### src/rtl/reg8_access_arbiter.sv
// Two-requester arbiter in front of a shared WIDTH-bit register.
// Round-robin tie break; commit on last grant cycle; one-cycle done.
module reg8_access_arbiter #(
  parameter int WIDTH = 8,
  parameter int HOLD  = 1
) (
  input  logic             clk,
  input  logic             CLR,
  input  logic             req_a,
  input  logic             we_a,
  input  logic [WIDTH-1:0] din_a,
  output logic             gnt_a,
  output logic             done_a,
  input  logic             req_b,
  input  logic             we_b,
  input  logic [WIDTH-1:0] din_b,
  output logic             gnt_b,
  output logic             done_b,
  output logic [WIDTH-1:0] q,
  output logic             busy,
  output logic [7:0]       wr_count
);

  typedef enum logic [1:0] {
    IDLE  = 2'd0,
    GRANT = 2'd1,
    DONE  = 2'd2
  } state_t;

  localparam logic [3:0] LAST_CNT = 4'(HOLD - 1);

  state_t           state;
  state_t           state_nx;
  logic             owner;
  logic             owner_nx;
  logic             last;
  logic             last_nx;
  logic [3:0]       cnt;
  logic [3:0]       cnt_nx;
  logic [WIDTH-1:0] q_nx;
  logic [7:0]       wr_nx;

  logic             req_o;
  logic             we_o;
  logic [WIDTH-1:0] din_o;

  logic             gnt_a_nx;
  logic             gnt_b_nx;
  logic             done_a_nx;
  logic             done_b_nx;
  logic             busy_nx;

  // owner/last: 0 = A, 1 = B
  always_comb begin
    req_o = owner ? req_b : req_a;
    we_o  = owner ? we_b  : we_a;
    din_o = owner ? din_b : din_a;
  end

  always_comb begin
    state_nx = state;
    owner_nx = owner;
    last_nx  = last;
    cnt_nx   = cnt;
    q_nx     = q;
    wr_nx    = wr_count;
    unique case (state)
      IDLE: begin
        if (req_a || req_b) begin
          state_nx = GRANT;
          cnt_nx   = 4'd0;
          if (req_a && req_b) begin
            owner_nx = ~last;
          end else begin
            owner_nx = req_b;
          end
          last_nx = owner_nx;
        end
      end
      GRANT: begin
        if (!req_o) begin
          state_nx = IDLE;
        end else if (cnt == LAST_CNT) begin
          state_nx = DONE;
          if (we_o) begin
            q_nx = din_o;
            if (wr_count != 8'hFF) begin
              wr_nx = wr_count + 8'd1;
            end
          end
        end else begin
          cnt_nx = cnt + 4'd1;
        end
      end
      DONE: begin
        state_nx = IDLE;
      end
      default: begin
        state_nx = IDLE;
      end
    endcase
  end

  // Outputs are decoded from next state so they leave a flop directly
  always_comb begin
    gnt_a_nx  = (state_nx == GRANT) && !owner_nx;
    gnt_b_nx  = (state_nx == GRANT) &&  owner_nx;
    done_a_nx = (state_nx == DONE)  && !owner_nx;
    done_b_nx = (state_nx == DONE)  &&  owner_nx;
    busy_nx   = (state_nx != IDLE);
  end

  always_ff @(posedge clk) begin
    if (!CLR) begin
      state    <= IDLE;
      owner    <= 1'b0;
      last     <= 1'b1;
      cnt      <= 4'd0;
      q        <= '0;
      wr_count <= 8'd0;
      gnt_a    <= 1'b0;
      gnt_b    <= 1'b0;
      done_a   <= 1'b0;
      done_b   <= 1'b0;
      busy     <= 1'b0;
    end else begin
      state    <= state_nx;
      owner    <= owner_nx;
      last     <= last_nx;
      cnt      <= cnt_nx;
      q        <= q_nx;
      wr_count <= wr_nx;
      gnt_a    <= gnt_a_nx;
      gnt_b    <= gnt_b_nx;
      done_a   <= done_a_nx;
      done_b   <= done_b_nx;
      busy     <= busy_nx;
    end
  end

endmodule

### config.mk
export PLATFORM = sky130hd
export DESIGN_NAME = reg8_access_arbiter
export DESIGN_NICKNAME = d
export VERILOG_FILES = /design/src/rtl/reg8_access_arbiter.sv
export SDC_FILE = /design/constraint.sdc
export NUM_CORES = 1
export LEC_CHECK = 0
export ABC_AREA = 0
export CELL_PAD_IN_SITES_DETAIL_PLACEMENT = 2
export CELL_PAD_IN_SITES_GLOBAL_PLACEMENT = 2
export CORE_MARGIN = 10
export CORE_UTILIZATION = 28
export DETAILED_ROUTE_END_ITERATION = 10
export PLACE_DENSITY = 0.94
export SLEW_MARGIN = 20
export SYNTH_ARGS = -nofsm -noshare
export SYNTH_HDL_FRONTEND = slang
export SYNTH_SLANG_ARGS = --single-unit
### constraint.sdc
create_clock -name clk -period 3 [get_ports clk]
set_input_delay 0.6 -clock clk [delete_from_list [all_inputs] [get_ports clk]]
set_output_delay 0.6 -clock clk [all_outputs]
set_load 0.05 [all_outputs]
# Yosys cells after proc, flatten, opt, wreduce, memory -nomap -nowiden
# Cells that the tools add are included.
totals:
  reg_bits: 29
  in_bits: 22
  out_inout_bits: 21
  wordCells: 50
op_classes:
  add_sub_neg: 2
  n_eq_ne: 7
  n_mux: 14
  n_bitwise: 1
  n_reduce_logical: 15
op_table:
  columns: ["op", "n"]
  rows:
  - ["$mux 4", 3]
  - ["$add 8x1->8 const B", 1]
  - ["$mux 8", 1]
  - ["$ne 8x8->1 const B", 1]
  - ["$pmux 4 s2", 1]
  - ["$reduce_and 4->1", 2]
  - ["$mux 2", 3]
  - ["$ne 2x2->1 const B", 3]
  - ["$logic_and 1x1->1", 5]
  - ["$mux 1", 5]
  - ["$reduce_and 5->1", 1]
  - ["$add 4x1->4 const B", 1]
  - ["$eq 2x1->1 const B", 2]
  - ["$logic_not 4->1", 1]
  - ["$pmux 2 s2", 1]
  - ["$reduce_bool 2->1", 2]
  - ["$eq 2x2->1 const B", 1]
  - ["$logic_not 2->1", 1]
  - ["$reduce_and 2->1", 1]
  - ["$logic_not 1->1", 1]
  - ["$logic_or 1x1->1", 1]
  - ["$not 1->1", 1]

# Longest topological paths before layout
depth:
  word_depth: 6
  ltp_mapped: 7

# Worst setup path after synthesis
# No wires, ideal clock.
synth_timing:
  path_kind: "input to register"
  from: "in req_b"
  to: "reg wr_count[7]"
  setup_ns: 0.132
  arrival_time_ns: 1.900
  required_time_ns: 2.868
  path_slack_ns: 0.967
  cell_stages: 5
  cell_sequence: "mux2i_1 -> or4b_4 -> buf_2 -> o41ai_1 -> a21oi_1"
synth_between:
  elab_chain_len: 2
synth_lines:
  columns: ["item", "line_no", "source"]
  rows:
  - ["start: declaration", "14", "input logic req_b,"]
  - ["$mux 1", "55", "req_o = owner ? req_b : req_a;"]
  - ["$reduce_and 5->1 (no line)", null, null]
  - ["end signal: assignment", "132", "wr_count <= wr_nx;"]
  - ["end: declaration", "21", "output logic [7:0] wr_count"]
# No other way between the ends.
# A chain may end at the register's enable or synchronous reset.

# Worst setup path after layout
layout_timing:
  from: "in req_b"
  to: "reg q[4]"
layout_between:
  elab_chain_len: 2
layout_lines:
  columns: ["item", "line_no", "source"]
  rows:
  - ["$mux 1", "55", null]
  - ["$reduce_and 4->1 (no line)", null, null]
  - ["end signal: assignment", "131", "q <= q_nx;"]
  - ["end: declaration", "19", "output logic [WIDTH-1:0] q,"]
# No other way between the ends.

==> flow_summary_export.csv <==
group,metric,value,unit
cts,postCtsHoldBufs,0,
job,cap_viol_max_count,0,
logic_synthesis,synth_fa_ha_area_share,2.89,%
critical_path,worst_setup_path_end_kind,"register",
logic_synthesis,postSynthCellCount,143,
floorplan,die_x,88.1,µm
timing,whs,0.513,ns
floorplan,die-area,7770,µm²
drt,first_pass_iters,4,
timing,hold_viol,0,
cts,cts_buffers,5,
drt,vias_per_cell,5.21,
place,dp_hpwl,3.57,mm
cts,root_buffer,"clkbuf_8",
pwr,p_leak,0.000651,µW
critical_path,cp_data_required_time,3.18,ns
critical_path,max_stage_delay,0.56,ns
finish,most-common-layout-cells,"clkdlybuf4s50_1, dfxtp_1, nor2_1, mux2i_1, a211oi_1",
finish,diodes,0,
timing,clock-skew-final,0.00994,ns
cts,cts_buffer_depth,2,
logic_synthesis,ys_types,30,
timing,clock.fmax,414,MHz
logic_synthesis,synth_warnings,0,
drt,num_vias,1261,
critical_path,cp_common_cell,"buf_4",
critical_path,endpoint,"q[4]",
global_route,grt_pass1_wl,7.41,mm
finish,fillCellCount,475,
pwr,ir_worst_vdd,0.242,mV
logic_synthesis,syn-num-nets,168,
logic_synthesis,syn_area,1300,µm²
drt,routedWlPerCell,18.6,µm
timing,tightest_slew,0.616,ns
critical_path,timing.rr.end,"wr_count[3]",
critical_path,worst_ep_arrival_time,2.60,ns
global_route,antenna_found_initial,0,
floorplan,die_height,88.1,µm
finish,nNetsFinal,214,
place,port_buffers,42,
global_route,overflow,0,
critical_path,path_cells,"clkdlybuf4s50_1, mux2i_1, buf_4, nor4b_2, buf_4, nor2_1, a211oi_1",
place,placed_cell_area,1780,µm²
timing,rsz0062_at_grt,"no",
place,placed_cells,234,
timing,min_period,2.41,ns
critical_path,rr_worst_depth,6,
timing,drv_slew,0,
critical_path,cp-startpoint,"req_b",
global_route,gr-usage-all-layers,12.3,%
timing,fin_crit_sh,80.4,%
cts,tritoncts,"built",
global_route,grt_pass1_vias,1445,
logic_synthesis,synth_mux_area_share,9.24,%
cts,cts_sinks,29,
status,status,"finished, final reports clean",
logic_synthesis,yosys.area_share.simple,22.7,%
timing,tns,0,ns
floorplan,num_io_pins,43,
cts,h-tree-depth,2,
drt,ant_nets,0,
finish,stdcell_area,1900,µm²
critical_path,crit_type,"primary input to register",
finish,fin_cells,242,
finish,drive_above_1_share,7.37,%
floorplan,rows,24,
critical_path,rr_startpoint,"cnt[0]",
logic_synthesis,synth_compound_area_share,15.3,%
floorplan,initial_core_util,29.5,%
drt,routed_wl,4.51,mm
drt,drc,0,
logic_synthesis,synth_seq_cells,29,
logic_synthesis,synth_top_family_by_area,"simple AND/OR/NAND/NOR gates",
cts,cts.repair.resized,0,
pwr,p_per_area,521,nW/µm²
critical_path,r2r_slack,0.67,ns
logic_synthesis,synth.avg_cell_area,9.09,µm²
floorplan,coreArea,4410,µm²
finish,layout_commonest_cell,"clkdlybuf4s50_1",
logic_synthesis,yosysSeqAreaShare,44.7,%
hold_path,hold_class,"register to register",
critical_path,cp_max_fo,14,
critical_path,start_kind,"primary input",
global_route,grt_max_degree,17,
cts,postCtsSetupBuffers,0,
place,place.gp.congestion,0.765,
drt,first_iter_violations,56,
finish,fin_util,43.1,%
finish,syn_to_final_growth,46.2,%
cts,path_clk_slew,0.07,ns
timing,slew_headroom,58.5,%
logic_synthesis,synth_xor_xnor_area_share,1.35,%
cts,insertion_delay,0.29,ns
timing,finalSetupViolCount,0,
critical_path,cp_slowest_cell,"clkdlybuf4s50_1",
routing by layer:
| metal | GRT usage [%] | vias to the layer above | routed length, µm |
|---|---|---|---|
| met5 | 0 | - | 0 |
| met2 | 23.1 | 25 | 2560 |
| met4 | 5.28 | 0 | 92 |
| li1 | - | 608 | - |
| met3 | 4.74 | 8 | 258 |
| met1 | 11.6 | 620 | 1600 |
cell usage after synthesis:
master / count / share of area [%]
o21ai_0: 4 / 1.5
clkbuf_1: 3 / 0.87
buf_2: 1 / 0.38
xnor2_1: 2 / 1.3
a21oi_1: 6 / 2.3
nor3b_2: 1 / 0.96
o31ai_1: 3 / 1.7
a211oi_1: 9 / 5.2
inv_1: 7 / 2.0
nand4_1: 2 / 0.96
or4b_4: 1 / 1.1
o41ai_1: 1 / 0.67
nor4_1: 3 / 1.4
or4_1: 3 / 1.7
nor2_1: 21 / 6.1
o31a_1: 1 / 0.67
nor3_1: 4 / 1.5
o21a_1: 1 / 0.58
buf_1: 2 / 0.58
dfxtp_1: 29 / 45
or3_1: 2 / 0.96
nand2_1: 8 / 2.3
nand2b_1: 3 / 1.4
o211ai_1: 2 / 1.2
a32oi_1: 1 / 0.67
a32o_1: 1 / 0.77
nand3_1: 5 / 1.9
mux2i_1: 12 / 9.2
nor4b_2: 2 / 2.3
ha_1: 3 / 2.9
flip-flops by register name, indices dropped and copies added, names as in the netlist:
signal,cells
owner,1
q,8
wr_count,8
state,2
gnt_a,1
gnt_b,1
busy,1
done_a,1
cnt,4
done_b,1
last,1
report_power, final:
part | internal [µW] | switching [µW]
registers | 400 | 10.7
logic | 67.6 | 94.6
clock network | 270 | 147
total | 738 | 253
cell families (layout without fill, tap and decap cells):
kind of cell | Yosys count | in the layout
flip-flops | 29 | 29
AND/OR/NAND/NOR | 55 | 55
adder cells (fa/ha/maj) | 3 | 3
multiplexers | 12 | 12
buffers and inverters | 13 | 60
AO/OA/AOI/OAI | 29 | 29
XOR/XNOR | 2 | 2
final cells by class:
type                    instances  area (µm²)  share of cell area (%)
multi-input cells             101         669                    35.2
repair buffers                 45         443                    23.3
clock inverters                 1        30.0                    1.58
well taps                      52        65.1                    3.42
clock buffers                   7        86.3                    4.54
inverters                       7        26.3                    1.38
flip-flops and latches         29         581                    30.5
per-stage QoR:
step / setup slack (ns) / total power, µW
global route: 0.394 / 1040
detailed placement: 0.228 / 583
CTS: 0.527 / 1010
floorplan: 0.967 / 509
finish: 0.587 / 991
global placement: 0.392 / 572
critical path, delay by kind of cell:
kind	cells	cell delay, ns
AO/OA/AOI/OAI	1	0.27
buffers and inverters	3	1.03
multiplexers	1	0.13
AND/OR/NAND/NOR	2	0.56
how the worst min path moves through the flow:
stage,from,to,slack [ns],depth (start not counted)
floorplan,last,last,0.47,1
global placement,last,last,0.48,1
detailed placement,last,last,0.51,1
CTS,last,last,0.52,1
global route,last,last,0.56,1
finish,last,last,0.51,1
Note: power is estimated with default switching activity, not from simulation.
